$ cat src/rtl/threshold_pkg.sv
// Shared encodings for the threshold engine: output modes, controller states and
// the supported read-latency range.
package threshold_pkg;

  typedef enum logic [1:0] {
    MODE_BINARY     = 2'd0,
    MODE_BINARY_INV = 2'd1,
    MODE_TRUNC      = 2'd2,
    MODE_TOZERO     = 2'd3
  } mode_t;

  typedef enum logic [1:0] {
    ST_IDLE  = 2'd0,
    ST_RUN   = 2'd1,
    ST_DRAIN = 2'd2
  } state_t;

  localparam int READ_LATENCY_MIN = 1;
  localparam int READ_LATENCY_MAX = 4;

  // Out-of-range latencies are pinned to the nearest supported depth.
  function automatic int bound_latency(input int lat);
    if (lat < READ_LATENCY_MIN) return READ_LATENCY_MIN;
    if (lat > READ_LATENCY_MAX) return READ_LATENCY_MAX;
    return lat;
  endfunction

endpackage

$ cat src/rtl/threshold_pixel_op.sv
// Per-pixel datapath: offset threshold with clamping, strict compare, mode select,
// and the registered result / write-enable stage.
module threshold_pixel_op
  import threshold_pkg::*;
#(
  parameter int DATA_BITS = 8
) (
  input  logic                        clock,
  input  logic                        reset,
  input  logic                        valid,
  input  mode_t                       mode,
  input  logic signed [DATA_BITS:0]   offset,
  input  logic        [DATA_BITS-1:0] pixel,
  input  logic        [DATA_BITS-1:0] threshold,
  output logic        [DATA_BITS-1:0] result,
  output logic                        wren
);

  localparam logic [DATA_BITS-1:0] MAXVAL = '1;

  logic signed [DATA_BITS+1:0] t_wide;
  logic        [DATA_BITS-1:0] t_eff;
  logic        [DATA_BITS-1:0] result_next;
  logic                        hit;

  // Two extra bits keep threshold - offset exact over the full signed offset range.
  always_comb begin
    t_wide = $signed({2'b00, threshold}) - $signed({offset[DATA_BITS], offset});
    if (t_wide[DATA_BITS+1]) begin
      t_eff = '0;
    end else if (t_wide[DATA_BITS]) begin
      t_eff = MAXVAL;
    end else begin
      t_eff = t_wide[DATA_BITS-1:0];
    end
    hit = (pixel > t_eff);
  end

  always_comb begin
    result_next = '0;
    case (mode)
      MODE_BINARY:     result_next = hit ? MAXVAL : '0;
      MODE_BINARY_INV: result_next = hit ? '0 : MAXVAL;
      MODE_TRUNC:      result_next = hit ? t_eff : pixel;
      MODE_TOZERO:     result_next = hit ? pixel : '0;
      default:         result_next = '0;
    endcase
  end

  always_ff @(posedge clock or posedge reset) begin
    if (reset) begin
      result <= '0;
      wren   <= 1'b0;
    end else begin
      wren <= valid;
      if (valid) begin
        result <= result_next;
      end
    end
  end

endmodule

$ cat src/rtl/threshold_engine.sv
// Raster-scan threshold engine: walks every pixel once per pass, reads image and local
// threshold at the same address, and writes the thresholded result back in order.
module threshold_engine
  import threshold_pkg::*;
#(
  parameter int WIDTH_BITS   = 7,
  parameter int HEIGHT_BITS  = 7,
  parameter int DATA_BITS    = 8,
  parameter int READ_LATENCY = 1
) (
  input  logic                        clock,
  input  logic                        reset,
  input  logic                        iStart,
  input  logic        [1:0]           iMode,
  input  logic signed [DATA_BITS:0]   iOffset,
  output logic        [WIDTH_BITS-1:0]  oImageCol,
  output logic        [HEIGHT_BITS-1:0] oImageRow,
  input  logic        [DATA_BITS-1:0] iImageData,
  output logic        [WIDTH_BITS-1:0]  oThresholdCol,
  output logic        [HEIGHT_BITS-1:0] oThresholdRow,
  input  logic        [DATA_BITS-1:0] iThresholdData,
  output logic        [WIDTH_BITS-1:0]  oResultCol,
  output logic        [HEIGHT_BITS-1:0] oResultRow,
  output logic        [DATA_BITS-1:0] oResultData,
  output logic                        oResultWren,
  output logic                        oBusy,
  output logic                        finished
);

  localparam int POS_BITS = WIDTH_BITS + HEIGHT_BITS;
  localparam int LAT      = bound_latency(READ_LATENCY);
  localparam logic [POS_BITS-1:0] LAST_POS = '1;

  state_t                     state_reg;
  logic [POS_BITS-1:0]        pos_reg;
  mode_t                      mode_reg;
  logic signed [DATA_BITS:0]  offset_reg;
  logic                       busy_reg;
  logic                       finished_reg;

  logic [LAT-1:0]             pipe_valid;
  logic [POS_BITS-1:0]        pipe_addr [LAT];
  logic [POS_BITS-1:0]        result_addr_reg;

  logic                       issue;
  logic                       pipe_pending;
  logic                       wren_int;

  assign issue        = (state_reg == ST_RUN);
  assign pipe_pending = |pipe_valid;

  // The final write is the one that leaves nothing behind it in the delay line.
  always_ff @(posedge clock or posedge reset) begin
    if (reset) begin
      state_reg    <= ST_IDLE;
      pos_reg      <= '0;
      mode_reg     <= MODE_BINARY;
      offset_reg   <= '0;
      busy_reg     <= 1'b0;
      finished_reg <= 1'b0;
    end else begin
      case (state_reg)
        ST_IDLE: begin
          if (iStart) begin
            state_reg    <= ST_RUN;
            pos_reg      <= '0;
            mode_reg     <= mode_t'(iMode);
            offset_reg   <= iOffset;
            busy_reg     <= 1'b1;
            finished_reg <= 1'b0;
          end
        end
        ST_RUN: begin
          if (pos_reg == LAST_POS) begin
            state_reg <= ST_DRAIN;
          end else begin
            pos_reg <= pos_reg + POS_BITS'(1);
          end
        end
        ST_DRAIN: begin
          if (wren_int && !pipe_pending) begin
            state_reg    <= ST_IDLE;
            busy_reg     <= 1'b0;
            finished_reg <= 1'b1;
          end
        end
        default: state_reg <= ST_IDLE;
      endcase
    end
  end

  // Address delay line; its last stage lines up with the returning read data.
  always_ff @(posedge clock or posedge reset) begin
    if (reset) begin
      pipe_valid      <= '0;
      result_addr_reg <= '0;
      for (int i = 0; i < LAT; i++) begin
        pipe_addr[i] <= '0;
      end
    end else begin
      pipe_valid[0] <= issue;
      pipe_addr[0]  <= pos_reg;
      for (int i = 1; i < LAT; i++) begin
        pipe_valid[i] <= pipe_valid[i-1];
        pipe_addr[i]  <= pipe_addr[i-1];
      end
      if (pipe_valid[LAT-1]) begin
        result_addr_reg <= pipe_addr[LAT-1];
      end
    end
  end

  threshold_pixel_op #(
    .DATA_BITS(DATA_BITS)
  ) u_pixel_op (
    .clock     (clock),
    .reset     (reset),
    .valid     (pipe_valid[LAT-1]),
    .mode      (mode_reg),
    .offset    (offset_reg),
    .pixel     (iImageData),
    .threshold (iThresholdData),
    .result    (oResultData),
    .wren      (wren_int)
  );

  assign oImageCol     = pos_reg[WIDTH_BITS-1:0];
  assign oImageRow     = pos_reg[POS_BITS-1:WIDTH_BITS];
  assign oThresholdCol = pos_reg[WIDTH_BITS-1:0];
  assign oThresholdRow = pos_reg[POS_BITS-1:WIDTH_BITS];
  assign oResultCol    = result_addr_reg[WIDTH_BITS-1:0];
  assign oResultRow    = result_addr_reg[POS_BITS-1:WIDTH_BITS];
  assign oResultWren   = wren_int;
  assign oBusy         = busy_reg;
  assign finished      = finished_reg;

endmodule
$ cat config.mk
export PLATFORM = sky130hd
export DESIGN_NAME = threshold_engine
export DESIGN_NICKNAME = d
export VERILOG_FILES = /design/src/rtl/threshold_pkg.sv /design/src/rtl/threshold_pixel_op.sv /design/src/rtl/threshold_engine.sv
export SDC_FILE = /design/constraint.sdc
export NUM_CORES = 1
export LEC_CHECK = 0
export BUFFER_PORTS_ARGS = -buffer_cell sky130_fd_sc_hd__buf_2
export CORE_ASPECT_RATIO = 0.6
export CORE_MARGIN = 8
export CORE_UTILIZATION = 50
export DETAILED_ROUTE_END_ITERATION = 10
export PLACE_DENSITY = 0.76
export SETUP_SLACK_MARGIN = 0.15
export SLEW_MARGIN = 20
export SYNTH_ARGS = -nofsm -noshare
export SYNTH_HDL_FRONTEND = slang
export SYNTH_HIERARCHICAL = 1
export SYNTH_SLANG_ARGS = --single-unit
$ cat constraint.sdc
create_clock -name clock -period 8.6 [get_ports clock]
set_clock_uncertainty 0.2 [all_clocks]
set_input_delay 2.58 -clock clock [delete_from_list [all_inputs] [get_ports clock]]
set_output_delay 2.58 -clock clock [all_outputs]
set_load 0.01 [all_outputs]
## Word level (Yosys, flattened, before mapping)

Index checks and enable logic that the tools add are counted.

- Flip-flop bits (word level): 67
- Input bits: 30
- Output and inout bits: 53
- Logic and storage cells: 54

- Add/subtract/negate cells: 2
- Magnitude comparators: 1
- Equality and inequality tests: 10
- Muxes and demuxes: 20
- Reductions and logical operators: 10

Operator list:

| operator | number |
|---|---|
| two-way mux 8 bit | 6 |
| one-hot mux 8 bit (4 select lines) | 1 |
| two-way mux 14 bit | 2 |
| one-hot mux 14 bit (2 select lines) | 1 |
| adder 14 x 1 -> 14 bit, second input constant | 1 |
| == test 14 bit, second input constant | 1 |
| subtractor 9 x 9 -> 10 bit | 1 |
| AND reduction 3 bit | 3 |
| > comparator 8 bit | 1 |
| == test 2 bit, second input constant | 3 |
| two-way mux 2 bit | 3 |
| inequality test 2 bit, second input constant | 3 |
| one-hot mux 2 bit (3 select lines) | 1 |
| == test 2 x 1 -> 1 bit, second input constant | 2 |
| logical NOT 2 bit | 2 |
| two-way mux 1 bit | 4 |
| one-hot mux 1 bit (2 select lines) | 2 |
| nonzero test 2 bit | 2 |
| inequality test 2 x 1 -> 1 bit, second input constant | 1 |
| AND reduction 2 bit | 1 |
| logical AND 1 bit | 1 |
| logical NOT 1 bit | 1 |

## Logic depth before layout (Yosys ltp)

- Word-level depth: 6
- Depth in mapped cells: 17
- Mapped depth without buffers: 16

## Cells and area by module

Netlist, hierarchy kept.

Modules (own cells, without submodules):

| module | times used | cells each | area each (um^2) | sequential area each (um^2) |
|---|---|---|---|---|
| threshold_engine | 1 | 192 | 2403.6 | 1451.4 |
| threshold_pixel_op | 1 | 160 | 1276.2 | 225.2 |

## Least setup slack after synthesis

No wires, ideal clock.

- Path kind: input to register
- Start point: input iThresholdData[0]
- End point: register u_pixel_op.result[1]
- Setup time: 0.082 ns
- Arrival time: 5.802 ns
- Data required time: 8.318 ns
- Path slack: 2.516 ns
- Stages: 16
- Buffers on the path: 1
- Cell sequence: inv_1 ha_1 fa_1 nand2b_1 a211oi_2 mux2i_1 nor2_4 buf_4 o21ai_0 ha_1 a211oi_2 o21a_2 a31oi_4 a2111oi_4 nand2_1 a31oi_1

- Longest elaborated chain between the ends: 6

Ends and longest elaborated chain:

| what | line | RTL |
|---|---|---|
| start: declaration | threshold_engine.sv:21 | `input logic [DATA_BITS-1:0] iThresholdData,` |
| subtractor 9 x 9 -> 10 bit * | threshold_pixel_op.sv:28 | `t_wide = $signed({2'b00, threshold}) - $signed({offset[DATA_BITS], offset});` |
| two-way mux 8 bit | threshold_pixel_op.sv:31 | `end else if (t_wide[DATA_BITS]) begin` |
| two-way mux 8 bit * | threshold_pixel_op.sv:29 | `if (t_wide[DATA_BITS+1]) begin` |
| > comparator 8 bit | threshold_pixel_op.sv:36 | `hit = (pixel > t_eff);` |
| two-way mux 8 bit, on equally long branches | -- |  |
| one-hot mux 8 bit (4 select lines) * | threshold_pixel_op.sv:41 | `case (mode)` |
| end signal: assignment | threshold_pixel_op.sv:57 | `result <= result_next;` |
| end: declaration | threshold_pixel_op.sv:15 | `output logic [DATA_BITS-1:0] result,` |

Mark *: on every way between the ends. The rest lies on a longest branch, timed or not.
A chain may end at the register's enable or synchronous reset.

## Worst setup path after layout

- Start point: input iThresholdData[0]
- End point: register u_pixel_op.result[3]

Same word-level chain as after synthesis.

==> impl_metrics.csv <==
group,metric,value,unit
die,num_rows,24,
synthesis,synthTopCellsByArea,"dfrtp_1 (46%), mux2_2 (7.7%), ha_1 (5.8%)",
synthesis,synth_cell_type_count,57,
synthesis,synth_top_family_by_area,"compound AO/OA/AOI/OAI gates",
setup_path,start_kind,"primary input",
setup_path,crit_type,"primary input to flip-flop",
grt,track_usage,17.5,%
clock_network,cts_resized,0,
synthesis,ys_ff_latch,67,
die,start_util,51.1,%
routing,detail_route.wl_per_cell,17.1,um
routing,drtIter0Drc,211,
grt,grt_pass1_wl,14.5,mm
power_and_ir_drop,pwr-share-seq,32.3,%
final_layout,area_delta_synth_final,19.1,%
sta,final.setup.tns,0,ns
synthesis,yosysSeqAreaShare,45.6,%
power_and_ir_drop,clkPwrFrac,24.1,%
final_layout,num-fill-cells,621,
power_and_ir_drop,swShare,39.4,%
power_and_ir_drop,power_density,377,nW/um^2
routing,route.detailed.drc,0,
routing,viasPerCell,5.66,
synthesis,syn_area,3680,um^2
setup_path,cp_max_fo,14,
placed_design,gp_congestion,0.889,
synthesis,synth_common_cells,"dfrtp_1 (67), inv_1 (27), mux2_2 (25)",
sta,hold_viol,0,
hold_path,hold_path_class,"flip-flop to flip-flop",
routing,vias,2933,
synthesis,yosys.area_share.simple,11.3,%
synthesis,ys_async_sr_fraction,100,%
synthesis,synth.most_common_cell,"dfrtp_1",
sta,finalCritPeriodShare,71.4,%
synthesis,yosys.area_share.xor_xnor,0.714,%
grt,antenna_found_initial,0,
power_and_ir_drop,p_int,1.00,mW
grt,first_global_vias,2871,
sta,relSlewSlack,30.5,%
clock_network,cts_root_buffer,"clkbuf_16",
routing,postRouteWirelength,8.84,mm
die,core,7210,um^2
grt,met2_usage,25.0,%
synthesis,synth_cells,352,
clock_network,h-tree-depth,3,
synthesis,synth_top_area_share,45.6,%
sta,min_period,6.14,ns
die,die-area,10500,um^2
final_layout,antenna_cells,0,
routing,ant_nets,0,
synthesis,synth_mux_area_share,8.47,%
die,die_h,82.5,um
placed_design,dpl.hpwl,6.56,mm
final_layout,multiInputGateArea,1730,um^2
placed_design,dp.cells,502,
setup_path,critPathArrivalTime,6.18,ns
synthesis,yosys.area_share.adder,6.32,%
final_layout,regArea,1680,um^2
power_and_ir_drop,power_leakage,2.11,nW
sta,fmax,163,MHz
synthesis,avgSynthCellArea,10.5,um^2
setup_path,cp-end-kind,"flip-flop",
final_layout,drive_gt1_share,33.5,%
sta,setup_viol,0,
clock_network,path_clk_slew,0.05,ns
clock_network,post-cts-setup-buffers,0,
synthesis,yosys_warnings,6,
die,io_pins,83,
power_and_ir_drop,pwr-share-comb,43.7,%
final_layout,final_cell_count_no_fill,518,
clock_network,tritoncts,"built",
clock_network,cts_sinks,67,
synthesis,synth.largest_area_cell,"dfrtp_1",
power_and_ir_drop,p_total,1.65,mW
sta,grt_setup_unrepaired,"false",
job,drv_cap,0,
sta,tightestPinTransition,1.04,ns
sta,final_max_slew_viol_count,0,
power_and_ir_drop,switchingPower,0.651,mW
clock_network,clk_latency,0.32,ns
placed_design,numPortBuffers,82,
synthesis,syn_nets,400,
clock_network,cts_made_buffers,9,
synthesis,synthFlopType,"dfrtp_1",
grt,busiest_layer,"met2",
status,status,"completed",
power_and_ir_drop,ir_worst_vdd,0.000155,V
die,die_width,127,um
grt,grt_max_degree,59,
clock_network,clk_path_buf_depth,2,
grt,grt_overflow_total,0,
routing,first_pass_iters,7,
setup_path,required,8.63,ns
final_layout,final_nets,470,
synthesis,synth_edf_count,0,
grt,grt_use_met1,24.7,%
synthesis,synth_compound_area_share,20.2,%
clock_network,hold_buffers,0,
grt,grtUsageMet3,5.90,%
## worst max-delay path, stage by stage
cell and delay [ns]:
buf_2 0.07, inv_1 0.03, ha_1 0.19, fa_1 0.40, nand2b_1 0.21, a211oi_2 0.22, mux2i_1 0.41, nor2_4 0.14
o21ai_0 0.21, ha_1 0.29, a211oi_2 0.26, o21a_2 0.22, a31oi_4 0.10, a2111oi_4 0.55, nand2_1 0.12, a31oi_1 0.19
## layout make-up
type	count	area share [%]
multi-input cells	231	39.5
flip-flops and latches	67	38.3
repair buffers	84	9.71
clock buffers	10	5.45
well taps	91	2.60
inverters	29	2.48
clock inverters	6	2.03
## per-stage QoR
step / utilization, % / hold slack [ns] / cell area, um^2 / setup slack, ns
floorplan: - / 0.185 / 3680 / 2.52
global placement: 56.3 / 0.257 / 4050 / 2.34
detailed placement: 56.3 / 0.262 / 4050 / 2.17
CTS: 60.8 / 0.275 / 4380 / 2.51
global route: 60.8 / 0.294 / 4380 / 2.21
finish: 60.8 / 0.276 / 4380 / 2.46
## cells in the final DEF (no fill, tap or decap), drive strengths merged, types with 2 or more instances in the layout
master    instances
buf              84
dfrtp            67
inv              28
mux2             25
nor2             24
a31oi            21
o21ai            21
nand2            17
ha               17
a21oi            16
clkbuf           10
nand2b            8
o2111ai           7
o211ai            7
nor3              6
nand3             6
o21a              6
nand4             5
a211oi            5
a21o              4
or4               3
a211o             3
nor4              3
mux2i             3
xnor2             3
clkinv            3
and4              2
o311a             2
clkinvlp          2
bufinv            2
nor2b             2
or2               2
## logic make-up (layout without fill, tap and decap cells)
group           after synthesis  in the layout
compound gates              101            101
simple gates                 81             81
flops                        67             67
buf+inv                      54            129
mux                          28             28
fa+ha+maj                    18             18
xor+xnor                      3              3
## path summary, 6_finish.rpt
path	start	endpoint	slack [ns]	cells after the start
min in group asynchronous	reset	u_pixel_op/result[7]$_DFFE_PP0P_	2.02	2
worst min register to register	pipe_addr[10]$_DFF_PP0_	result_addr_reg[10]$_DFFE_PP0P_	0.28	1
worst min-delay path	pipe_addr[10]$_DFF_PP0_	result_addr_reg[10]$_DFFE_PP0P_	0.28	1
worst max register to register	offset_reg[0]$_DFFE_PP0P_	u_pixel_op/result[3]$_DFFE_PP0P_	4.41	14
worst max-delay path	iThresholdData[0]	u_pixel_op/result[3]$_DFFE_PP0P_	2.46	16
max in group asynchronous	reset	offset_reg[2]$_DFFE_PP0P_	5.43	3
## power groups by stage
stage | Sequential (mW) | Combinational, mW | Clock [mW]
after floorplan | 0.546 | 0.525 | 0
after global placement | 0.528 | 0.695 | 0
after detailed placement | 0.539 | 0.719 | 0
after CTS | 0.534 | 0.725 | 0.408
after global routing | 0.552 | 0.810 | 0.420
final | 0.533 | 0.721 | 0.398
## metal layers
| layer | up-vias | part of all wire (%) |
|---|---|---|
| li1 | 1418 | - |
| met4 | 0 | 0.48 |
| met1 | 1418 | 50 |
| met3 | 2 | 7.4 |
| met2 | 95 | 42 |
| met5 | - | 0 |
Power figures use the tool's default switching activity.
